[src/rtl/process_sequencer.sv]
// process_sequencer: sequential wrapper around the 2-bit combinational
// process stage. Holds the state register r, latches operand b on request,
// waits a settle window, then commits the stage result f back into r.
// Also synchronizes and debounces the night input and registers the lamp.
//
// Optional build macro PROC_HIST_EN adds r_hist[7:0], a 4-deep shift
// history of the r values replaced by each commit.
module process_sequencer #(
  parameter int unsigned SETTLE    = 2,
  parameter int unsigned DEB_LEN   = 4,
  parameter int unsigned CNT_W     = 8,
  parameter logic [1:0]  RST_STATE = 2'b00
) (
  input  logic             clk,
  input  logic             rst,
  input  logic [1:0]       b_in,
  input  logic             b_valid,
  input  logic             night_in,
  input  logic [1:0]       f_in,
  input  logic             l_in,
  output logic [1:0]       r_out,
  output logic [1:0]       b_out,
  output logic             n_out,
  output logic             busy,
  output logic             done,
  output logic             lamp,
  output logic [CNT_W-1:0] step_count
`ifdef PROC_HIST_EN
  ,
  output logic [7:0]       r_hist
`endif
);

  typedef enum logic [1:0] {
    S_IDLE   = 2'd0,
    S_SETTLE = 2'd1,
    S_COMMIT = 2'd2
  } state_t;

  state_t     state;
  logic [3:0] settle_cnt;

  logic       sync1;
  logic       ns;
  logic [7:0] deb_cnt;

  // Step sequencer: accept request in IDLE, hold operands, commit f_in.
  always_ff @(posedge clk) begin
    if (rst) begin
      state      <= S_IDLE;
      settle_cnt <= '0;
      r_out      <= RST_STATE;
      b_out      <= '0;
      busy       <= 1'b0;
      done       <= 1'b0;
      step_count <= '0;
    end else begin
      done <= 1'b0;
      case (state)
        S_IDLE: begin
          if (b_valid) begin
            b_out      <= b_in;
            settle_cnt <= 4'(SETTLE - 1);
            busy       <= 1'b1;
            state      <= S_SETTLE;
          end
        end
        S_SETTLE: begin
          if (settle_cnt == 4'd0) begin
            state <= S_COMMIT;
          end else begin
            settle_cnt <= settle_cnt - 4'd1;
          end
        end
        S_COMMIT: begin
          r_out      <= f_in;
          done       <= 1'b1;
          step_count <= step_count + CNT_W'(1);
          busy       <= 1'b0;
          state      <= S_IDLE;
        end
        default: begin
          busy  <= 1'b0;
          state <= S_IDLE;
        end
      endcase
    end
  end

`ifdef PROC_HIST_EN
  // History of r values displaced by each commit, newest in the low bits.
  always_ff @(posedge clk) begin
    if (rst) begin
      r_hist <= '0;
    end else if (state == S_COMMIT) begin
      r_hist <= {r_hist[5:0], r_out};
    end
  end
`endif

  // Two-flop synchronizer for the asynchronous night input.
  always_ff @(posedge clk) begin
    if (rst) begin
      sync1 <= 1'b0;
      ns    <= 1'b0;
    end else begin
      sync1 <= night_in;
      ns    <= sync1;
    end
  end

  // Debounce: n_out follows ns only after DEB_LEN consecutive mismatching cycles.
  always_ff @(posedge clk) begin
    if (rst) begin
      deb_cnt <= '0;
      n_out   <= 1'b0;
    end else if (ns == n_out) begin
      deb_cnt <= '0;
    end else if (deb_cnt == 8'(DEB_LEN - 1)) begin
      n_out   <= ns;
      deb_cnt <= '0;
    end else begin
      deb_cnt <= deb_cnt + 8'd1;
    end
  end

  // Lamp is a one-cycle registered copy of the stage output.
  always_ff @(posedge clk) begin
    if (rst) begin
      lamp <= 1'b0;
    end else begin
      lamp <= l_in;
    end
  end

endmodule
[config.mk]
export PLATFORM = sky130hd
export DESIGN_NAME = process_sequencer
export DESIGN_NICKNAME = d
export VERILOG_FILES = /design/src/rtl/process_sequencer.sv
export SDC_FILE = /design/constraint.sdc
export NUM_CORES = 1
export LEC_CHECK = 0
export CORE_MARGIN = 1.5
export CORE_UTILIZATION = 45
export CTS_CLUSTER_SIZE = 30
export DETAILED_ROUTE_END_ITERATION = 10
export PLACE_DENSITY = 0.81
export RECOVER_POWER = 50
export SLEW_MARGIN = 30
export SYNTH_ARGS = -nofsm -noshare
export SYNTH_HDL_FRONTEND = slang
export SYNTH_SLANG_ARGS = --single-unit
[constraint.sdc]
create_clock -name clk -period 3.5 [get_ports clk]
set_input_delay 0.35 -clock clk [delete_from_list [all_inputs] [get_ports clk]]
set_output_delay 0.35 -clock clk [all_outputs]
set_load 0.1 [all_outputs]
==> reports/metrics.cfg <==
[yosys]
yosysWarningCount=0
ys_types=30
synth.avg_cell_area_um2=9.03
async_flop_share_pct=0
synth_commonest_cells=dfxtp_1, a21oi_1, nand2_1
netlist.area_leader.share_pct=48.9
synth_area_mm2=0.00131
synthCells=145
synth.net_count=157
synth_area_leaders=dfxtp_1, a21oi_1, or3_1
ys.flop_type=dfxtp_1
yosysMostFrequentCell=dfxtp_1
ys_ff_latch=32
synth_edf_count=0
synth_area_leader_cell=dfxtp_1
ys_seq_area_share_pct=48.9

[critical_path]
path_class=flop to output port
r2r-start=deb_cnt[0]
cp_top_family=buffers and inverters
worstRegToRegCells=4
worstSetupStartpointType=flop
cp.required_ps=3150
end_kind=output port
regToRegEndpoint=deb_cnt[4]
slowest_delay_ps=1170
critPathBufInv=1
slowest_stage=clkdlybuf4s50_1
cp_max_fo=7
crit_arrival_ps=1930
crit_chain=clkdlybuf4s50_1
r2r_slack_ps=1760

[sta]
hold_violations=0
fmax_mhz=438
fin_tns_setup_ps=0
period_share_pct=65.3
fin_skew_ps=1.49
timing.final.ws_setup_ps=1220
rsz0062_at_grt=false
tightest_slew_ps=973
finalSetupViolations=0
slew_violations=0
final.min_clock_period_ps=2280
relSlewSlack_pct=34.9
timing.hold.ws_ps=442

[global_route]
grt_overflow=0
grt_pass1_vias=1116
antenna_found_initial=0
grt_pass1_wl_um=4730
grtUsageTotal_pct=18.7
grt_max_degree=26

[cells_and_area]
drive_above_1_share_pct=5.20
multi_input_area_um2=626
final_cell_area_mm2=0.00164
syn_to_final_growth_pct=25.0
nets=185
antenna_cells=0
regArea_um2=641
fillCellCount=251

[die]
io_pins=25
die_height_um=56.9
start_util_pct=47.5
die-area_mm2=0.00324
fp.dieW_um=56.9
placement_rows=19
core_area_mm2=0.00276

[drt]
post_drt_wl_per_cell_um=13.3
finalWirelength_um=2720
vias=1128
ant_nets=0
firstDrtPassIters=4
via_per_inst=5.53
drt_iter0_drc=47
drcViolationCount=0

[power_and_ir_drop]
p_int_uw=545
power_frac_seq_pct=51.8
p_total_uw=769
share_comb_of_total_power_pct=18.6
p_leak_uw=0.000567
p_switching_uw=224
powerDensity_mw_per_mm2=470
clock_power_share_pct=29.6
ir_drop_mv=0.355
swShare_pct=29.2

[hold_path]
min_path_type=flop to flop
hp-start=sync1
hold_depth=1
min_to=ns

[cts]
clock_latency_ps=320
postCtsSetupRepairBufs=0
cts_buffer_depth=2
htreeDepth=2
numCtsBuffers=5
hold_buffers=0
clockRootBuffer=clkbuf_4
cts_tree=yes
clock-sinks=32
ctsResizeCount=0
cts.clk_slew.worst_paths_ps=90

[place]
dp_hpwl_um=2010
dpl_cell_area_mm2=0.00158
dpl_worst_slack_ps=1440
port-buffer-count=24
gp_congestion=0.820

[job]
max_cap_viol_count=0

[outcome]
status=finished, final reports clean

==> per-layer routing <==
metal	GRT usage (%)	up-vias	share of wire, %
met5	0	-	0
met4	6.64	0	1.5
met3	7.03	6	4.8
met2	30.7	29	49
met1	22.6	521	45
li1	-	572	-
==> logic make-up after synthesis <==
kind of cell               after synthesis  share of synthesized area, %
AOI/OAI and AO/OA                       32                          14.1
buffers and inverters                   10                          2.96
DFF                                     32                          48.9
and+or+nand+nor                         61                          26.2
adders and majority gates                3                          2.87
xor gates and xnor gates                 6                          4.02
muxes                                    1                         0.860
==> through the flow <==
stage / util [%] / std cells
2_1_floorplan: - / 145
4_1_cts: 59.5 / 204
3_3_place_gp: 57.1 / 197
5_1_grt: 59.3 / 204
3_5_place_dp: 57.1 / 197
6_report: 59.3 / 204
==> flip-flops by register name, indices dropped and copies added (netlist names), 2 cells and up <==
signal      flops
b_out           2
deb_cnt         8
r_out           2
settle_cnt      4
state           2
step_count      8
==> cell usage in the layout, fill, tap and decap left out, drive strengths merged, types with 3 or more instances in the layout <==
master	Yosys	routed
nor2	9	9
xnor2	3	3
nor2b	5	5
or4	4	4
nor3b	3	3
nand4	3	3
clkbuf	2	7
or3	9	9
inv	7	7
clkdlybuf4s50	0	22
xor2	3	3
o21ai	8	8
dfxtp	32	32
ha	3	3
a21oi	15	15
nand2	14	14
nand3	5	5
o31ai	3	3
nand2b	3	3
==> power by group through the flow <==
stage / registers, uW / clock network (uW) / logic, uW
global placement: 405 / 0 / 138
CTS: 398 / 235 / 143
detailed placement: 406 / 0 / 143
finish: 399 / 228 / 143
global route: 402 / 250 / 155
floorplan: 449 / 0 / 60.2
==> layout make-up <==
class | instances | area share, %
Clock buffer | 7 | 3.98
Sequential cell | 32 | 39.1
Multi-Input combinational cell | 103 | 38.2
Inverter | 7 | 1.61
Timing Repair Buffer | 24 | 14.7
Tap cell | 31 | 2.37
==> worst max-delay path by stage <==
stage / end / start / slack [ps] / cells after the start
floorplan: step_count[5] / step_count[0] / 1510 / 3
global placement: deb_cnt[2] / rst / 1510 / 4
detailed placement: deb_cnt[4] / rst / 1440 / 4
CTS: step_count[4] / step_count[4] / 1200 / 1
global route: step_count[3] / step_count[3] / 1150 / 1
finish: step_count[3] / step_count[3] / 1220 / 1
Power figures use the tool's default switching activity.
